[src/rtl/song_beat_counter.sv]
`default_nettype none
// ============================================================================
// Module   : song_beat_counter
// Purpose  : Divides the system clock down to the song's beat rate and
//            advances an 8-bit song position. The game FSM controls it with
//            start, pause and stop pulses. The counter output feeds the
//            progress bar, and the beat pulse paces note fetch.
// Ports    : clk      - system clock (rising edge)
//            reset_n  - synchronous active-low reset
//            start    - pulse: begin playback from position 0
//            pause    - pulse: toggle PLAYING <-> PAUSED
//            stop     - pulse: abort to IDLE (highest priority)
//            counter  - registered song position, 0..SONG_LEN-1
//            beat     - registered one-cycle pulse per beat boundary
//            playing  - high while in PLAYING
//            done     - high while in DONE
// Options  : SONG_LOOP_EN - when defined, the song wraps to position 0 at the
//            final beat and keeps playing; DONE is never entered.
// Revision : 1.0 - initial release
// ============================================================================
module song_beat_counter #(
    parameter int CLK_DIV  = 25_000_000,
    parameter int SONG_LEN = 90
) (
    input  logic       clk,
    input  logic       reset_n,
    input  logic       start,
    input  logic       pause,
    input  logic       stop,
    output logic [7:0] counter,
    output logic       beat,
    output logic       playing,
    output logic       done
);

    localparam int               PRE_W    = $clog2(CLK_DIV);
    localparam logic [PRE_W-1:0] PRE_LAST = PRE_W'(CLK_DIV - 1);
    localparam logic [PRE_W-1:0] PRE_ONE  = PRE_W'(1);
    localparam logic [7:0]       CNT_LAST = 8'(SONG_LEN - 1);

    localparam logic [1:0] ST_IDLE    = 2'd0;
    localparam logic [1:0] ST_PLAYING = 2'd1;
    localparam logic [1:0] ST_PAUSED  = 2'd2;
    localparam logic [1:0] ST_DONE    = 2'd3;

    logic [1:0]       state_q, state_d;
    logic [PRE_W-1:0] pre_q,   pre_d;
    logic [7:0]       cnt_q,   cnt_d;
    logic             beat_q,  beat_d;

    // State and datapath registers
    always_ff @(posedge clk) begin
        if (!reset_n) begin
            state_q <= ST_IDLE;
            pre_q   <= '0;
            cnt_q   <= '0;
            beat_q  <= 1'b0;
        end else begin
            state_q <= state_d;
            pre_q   <= pre_d;
            cnt_q   <= cnt_d;
            beat_q  <= beat_d;
        end
    end

    // Next-state logic; stop overrides every other input, including a
    // terminal count landing on the same edge.
    always_comb begin
        state_d = state_q;
        pre_d   = pre_q;
        cnt_d   = cnt_q;
        beat_d  = 1'b0;
        if (stop) begin
            state_d = ST_IDLE;
            pre_d   = '0;
            cnt_d   = '0;
        end else begin
            case (state_q)
                ST_IDLE: begin
                    pre_d = '0;
                    cnt_d = '0;
                    if (start) begin
                        state_d = ST_PLAYING;
                    end
                end
                ST_PLAYING: begin
                    // A pause edge freezes everything, so a beat that would
                    // have fired is deferred until counting resumes.
                    if (pause) begin
                        state_d = ST_PAUSED;
                    end else if (pre_q == PRE_LAST) begin
                        pre_d  = '0;
                        beat_d = 1'b1;
                        if (cnt_q < CNT_LAST) begin
                            cnt_d = cnt_q + 8'd1;
                        end else begin
`ifdef SONG_LOOP_EN
                            cnt_d = '0;
`else
                            state_d = ST_DONE;
`endif
                        end
                    end else begin
                        pre_d = pre_q + PRE_ONE;
                    end
                end
                ST_PAUSED: begin
                    if (pause) begin
                        state_d = ST_PLAYING;
                    end
                end
                ST_DONE: begin
                    if (start) begin
                        state_d = ST_PLAYING;
                        pre_d   = '0;
                        cnt_d   = '0;
                    end
                end
                default: begin
                    state_d = ST_IDLE;
                    pre_d   = '0;
                    cnt_d   = '0;
                end
            endcase
        end
    end

    // Outputs decode straight from registers, so they are glitch-free
    always_comb begin
        counter = cnt_q;
        beat    = beat_q;
        playing = (state_q == ST_PLAYING);
`ifdef SONG_LOOP_EN
        done    = 1'b0;
`else
        done    = (state_q == ST_DONE);
`endif
    end

endmodule
`default_nettype wire

[config.mk]
export PLATFORM = sky130hd
export DESIGN_NAME = song_beat_counter
export DESIGN_NICKNAME = d
export VERILOG_FILES = /design/src/rtl/song_beat_counter.sv
export SDC_FILE = /design/constraint.sdc
export NUM_CORES = 1
export LEC_CHECK = 0
export ABC_AREA = 1
export CORE_UTILIZATION = 35
export CTS_CLUSTER_DIAMETER = 60
export DETAILED_ROUTE_END_ITERATION = 10
export RECOVER_POWER = 100
export SLEW_MARGIN = 20
export SYNTH_ARGS = -nofsm -noshare
export SYNTH_HDL_FRONTEND = slang
export SYNTH_SLANG_ARGS = --single-unit
[constraint.sdc]
create_clock -name clk -period 1.8 [get_ports clk]
set_clock_uncertainty 0.15 [all_clocks]
set_input_delay 0.36 -clock clk [delete_from_list [all_inputs] [get_ports clk]]
set_output_delay 0.36 -clock clk [all_outputs]
set_load 0.01 [all_outputs]
==> flow_summary.ini <==
[clock_tree]
cts_tree = yes
cts.sinks = 36
clk_pin_slew_ns = 0.08
cts-root-buf = clkbuf_8
cts_made_buffers = 5
clk_latency_ns = 0.29
cts_buffer_depth = 2
cts_htree_levels = 2

[detailed_routing]
route.vias.total = 2135
drc_errors = 0
drtAntennaViolNets = 0
routed_via_density = 4.766
routed_wirelength_mm = 5.126
avgRoutedWirePerCell_um = 11.44
dr.pass1.iters = 4
detail_route.iter0.violations = 111

[power_and_ir_drop]
swShare_pct = 26.06
switchingPower_uw = 431.7
p_seq_share_pct = 49.0
clock_power_share_pct = 37.6
p_comb_share_pct = 13.4
irDropWorstVdd_mv = 0.4260
p_leak_uw = 0.001054
power_uw = 1656
p_int_uw = 1225
power.density_mw_per_mm2 = 590.0

[yosys]
yosys-top-cells-count = 75 x nand2_1, 57 x nor2_1, 40 x inv_1
synthArstFlopShare_pct = 0
yosysTopAreaCellShare_pct = 33.64
yosysTopAreaCell = dfxtp_1
synth_edf_count = 0
ys.flop_type = dfxtp_1
synth_nets = 335
synthTopCellsByArea = dfxtp_1 34%, nand2_1 13%, nor2_1 10%
yosys_warnings = 0
syn_inst = 323
ys_types = 30
synth_area_mm2 = 0.002142
ys_ff_latch = 36
yosysSeqAreaShare_pct = 33.64
synth.most_common_cell = nand2_1
avgSynthCellArea_um2 = 6.632

[finish]
num-fill-cells = 620
fin_nets = 384
drive_gt1_share_pct = 20.91
antenna_cells = 0
syn2layout_area_growth_pct = 31.07

[global_route]
grt_max_degree = 18
grt_usage_pct = 17.89
grt_overflow = 0
grt_pass1_vias = 1971
grt_pass1_wl_mm = 8.887
antenna_found_initial = 0

[worst_setup_path]
start_kind = flip-flop
cp_max_fo = 6
cp-end-kind = primary output
reg2reg_depth = 10
regToRegStartpoint = state_q[1]
cp.required_ns = 1.29
crit_type = flip-flop to primary output
crit_end = playing
rrSetupSlack_ns = 0.09
crit_arrival_ns = 1.24
setup.worst_path.start = state_q[1]
worstReg2RegEnd = pre_q[23]

[sta]
relSlewSlack_pct = 77.70
fmax_ghz = 0.5711
fin_ws_ns = 0.04888
drv_slew = 0
setup_viol = 0
period_share_pct = 97.28
rsz0062_at_grt = true
hold_viol_final = 0
worst_pin_slew_ns = 0.3320
min_period_ns = 1.751

[floorplan]
die_w_um = 80.23
rows = 28
initial_utilization_pct = 36.18
design.core.area_mm2 = 0.005921
die_y_um = 80.23
ios = 16
die_area_mm2 = 0.006437

[run]
maxCapViolCount = 0

[worst_hold_path]
min_path_type = flip-flop to flip-flop
whs_path_depth = 2

[place]
portBuffers = 15
place_congestion = 0.8157
place.detailed.hpwl_mm = 3.766
place_ws_ns = -0.2786

[outcome]
status = finished, final reports clean
==> per-layer routing <==
| layer | global-route usage [%] | routed length (um) | vias up |
|---|---|---|---|
| met3 | 3.523 | 208 | 18 |
| met2 | 28.80 | 2328 | 56 |
| met5 | 0 | 0 | - |
| met1 | 22.96 | 2471 | 950 |
| met4 | 8.036 | 118 | 0 |
| li1 | - | - | 1111 |
==> layout make-up <==
cell class	count	area (um2)	share of cell area, %
clock buffers	7	86.33	3.075
flip-flops and latches	36	733.2	26.11
multi-input cells	240	1266	45.10
clock inverters	1	7.507	0.2674
well taps	75	93.84	3.342
repair buffers	48	462.9	16.49
inverters	41	157.7	5.615
==> layout by cell type (no fill, tap or decap), drive strengths merged <==
| cell type | Yosys | routed |
|---|---|---|
| nand3 | 34 | 34 |
| ha | 7 | 7 |
| buf | 5 | 33 |
| nor2 | 62 | 62 |
| nand4 | 7 | 7 |
| a21oi | 15 | 15 |
| nand2 | 82 | 82 |
| dfxtp | 36 | 36 |
| o21bai | 1 | 1 |
| clkinvlp | 0 | 2 |
| o21ai | 5 | 5 |
| xor2 | 9 | 9 |
| xnor2 | 4 | 4 |
| nor3 | 6 | 6 |
| or2 | 2 | 2 |
| o22ai | 1 | 1 |
| inv | 40 | 40 |
| nor4 | 1 | 1 |
| clkbuf | 1 | 7 |
| dlygate4sd3 | 0 | 1 |
| clkdlybuf4s15 | 0 | 1 |
| clkdlybuf4s50 | 0 | 12 |
| nor3b | 2 | 2 |
| and2 | 1 | 1 |
| nand3b | 1 | 1 |
| dlygate4sd2 | 0 | 1 |
==> stage by stage <==
step                      utilization [%]  hold WS (ns)  cell area (um2)  setup TNS [ns]  instances
final                               47.42        0.3200             2808               0        448
after detailed placement            43.68        0.3105             2586          -7.011        434
after floorplan                         -        0.2887             2155               0        323
after CTS                           46.01        0.3222             2724               0        443
after global routing                47.42        0.3547             2808         -0.3237        448
after global placement              43.68        0.2967             2586          -6.845        434
==> logic make-up after synthesis <==
logic type | Yosys count | synth area share, %
buffers and inverters | 47 | 9.229
XOR/XNOR | 13 | 5.315
AND/OR/NAND/NOR | 198 | 41.88
flip-flops | 36 | 33.64
adder cells (fa/ha/maj) | 7 | 4.089
AO/OA/AOI/OAI | 22 | 5.842
==> registers in the layout (all words and copies together), names as in the netlist <==
| signal | flops |
|---|---|
| beat | 1 |
| counter | 8 |
| pre_q | 25 |
| state_q | 2 |
==> power groups by stage <==
| stage | Combinational (uW) | Clock (uW) | Sequential [uW] |
|---|---|---|---|
| floorplan | 112 | 0 | 829 |
| global placement | 196 | 0 | 829 |
| detailed placement | 198 | 0 | 829 |
| CTS | 214 | 629 | 811 |
| global route | 245 | 668 | 813 |
| finish | 222 | 623 | 811 |
==> worst min path at each step <==
stage | startpoint | end
global route | counter[3] | counter[3]
detailed placement | counter[7] | counter[7]
CTS | counter[7] | counter[7]
floorplan | pause | beat
global placement | counter[7] | counter[7]
finish | counter[7] | counter[7]
==> timing repair <==
item	4_1_cts	5_1_grt
pin swaps	0	1
hold buffers	0	0
cloned	0	0
setup endpoints to repair	15	36
hold endpoints to repair	0	0
gates resized for setup	12	22
buffers inserted	1	5
==> worst max-delay path, cell delays in order, from the launching register on <==
cell,delay [ns]
dfxtp_2,0.36
inv_1,0.06
ha_2,0.19
buf_8,0.13
clkdlybuf4s15_2,0.21
Note: power is estimated with default switching activity, not from simulation.
==> edit (same settings) <==
Register the inputs `start`, `pause` and `stop` before use. The logic sees them one clock later.
--- a/src/rtl/song_beat_counter.sv
+++ b/src/rtl/song_beat_counter.sv
@@ -43,6 +43,16 @@
     localparam logic [1:0] ST_PAUSED  = 2'd2;
     localparam logic [1:0] ST_DONE    = 2'd3;
 
+    logic start_q;
+    logic pause_q;
+    logic stop_q;
+
+    always_ff @(posedge clk) begin
+        start_q <= start;
+        pause_q <= pause;
+        stop_q  <= stop;
+    end
+
     logic [1:0]       state_q, state_d;
     logic [PRE_W-1:0] pre_q,   pre_d;
     logic [7:0]       cnt_q,   cnt_d;
@@ -70,7 +80,7 @@
         pre_d   = pre_q;
         cnt_d   = cnt_q;
         beat_d  = 1'b0;
-        if (stop) begin
+        if (stop_q) begin
             state_d = ST_IDLE;
             pre_d   = '0;
             cnt_d   = '0;
@@ -79,14 +89,14 @@
                 ST_IDLE: begin
                     pre_d = '0;
                     cnt_d = '0;
-                    if (start) begin
+                    if (start_q) begin
                         state_d = ST_PLAYING;
                     end
                 end
                 ST_PLAYING: begin
                     // A pause edge freezes everything, so a beat that would
                     // have fired is deferred until counting resumes.
-                    if (pause) begin
+                    if (pause_q) begin
                         state_d = ST_PAUSED;
                     end else if (pre_q == PRE_LAST) begin
                         pre_d  = '0;
@@ -105,12 +115,12 @@
                     end
                 end
                 ST_PAUSED: begin
-                    if (pause) begin
+                    if (pause_q) begin
                         state_d = ST_PLAYING;
                     end
                 end
                 ST_DONE: begin
-                    if (start) begin
+                    if (start_q) begin
                         state_d = ST_PLAYING;
                         pre_d   = '0;
                         cnt_d   = '0;
Formal check against the unedited RTL: not equivalent (a bounded check fails within 4 cycles, from zero or initial values).
==> edit against the unedited design <==
Power is 4.4% higher; routed wire length is 15% higher; cell area increased by 9.2%; sequential cell count is 3 higher; largest cell class unchanged; critical path type unchanged; global-route usage fell by 0.33 points; highest routed layer unchanged; core utilization is 0.31 points higher; worst setup slack got worse by 0.0017 ns; largest power group unchanged; synthesized area increased by 10%.
==> edit: results (changes against the unedited design) <==
critical_path:
  crit_path_start: "counter[5]"  # was state_q[1]
  cp_max_fo: 7  # was 6
  critPathMaxStageDelay_ns: 0.55  # was 0.36 ns
  cp-endpoint: "counter[5]"  # was playing
  r2r_end: "pre_q[16]"  # was pre_q[23]
  slowest_stage: "clkdlybuf4s50_1"  # was dfxtp_2
synthesis:
  syn_nets: 366  # was 335
  synth-compound-area-share_pct: 7.43  # was 5.84%
  ys_seq_area_share_pct: 33.1  # was 33.6%
  synth.top_cells.by_count: "nand2_1, nor2_1, dfxtp_1, inv_1, nand3_1"  # was nand2_1, nor2_1, inv_1
  synth_xor_area_share_pct: 1.49  # was 5.32%
  synthAdderAreaFrac_pct: 3.72  # was 4.09%
  avgSynthCellArea_um2: 6.66  # was 6.63 um2
final_layout:
  drive_above_1_share_pct: 23.6  # was 20.9%
  final_cells: 480  # was 448
  nFillCells: 680  # was 620
  final_nets: 414  # was 384
sta:
  whs_ns: 0.324  # was 0.320 ns
run_status:
  outcome: "finished, final reports clean"  # unchanged
detailed_routing:
  drtIter0Drc: 135  # was 111
  vias_per_cell: 4.85  # was 4.77
power:
  powerSeq_w: 0.000886  # was 0.000811 W
  p_switching_w: 0.000469  # was 0.000432 W
  leakagePower_nw: 1.11  # was 1.05 nW
  clock_power_share_pct: 33.9  # was 37.6%
place:
  hpwl_um: 4500  # was 3770 um
grt:
  grt_pass1_wl_um: 9900  # was 8890 um
==> edit: changes by cell type after synthesis, moves of 3 or more <==
cell	before	now
nand2_1	75	82
xnor2_1	4	0
dfxtp_1	36	39
xor2_1	9	4
a21oi_1	14	17
nor2_1	57	65
inv_2	0	5
o21ai_1	0	3
nor3_2	0	5
nand3_1	33	29
==> edit: layer usage <==
metal	global-route usage [%]	vias up	routed length [um]
li1	-	1221	-
met1	22.5	1042	2710
met2	29.4	52	2750
met3	3.66	11	321
met4	5.64	0	93
met5	0	-	0
==> edit: area by class of cell <==
class | count | area (um2) | area share, %
Clock buffer | 6 | 72.6 | 2.37
Clock inverter | 2 | 12.5 | 0.408
Inverter | 45 | 169 | 5.51
Multi-Input combinational cell | 266 | 1490 | 48.5
Sequential cell | 39 | 801 | 26.1
Tap cell | 77 | 96.3 | 3.14
Timing Repair Buffer | 45 | 427 | 13.9
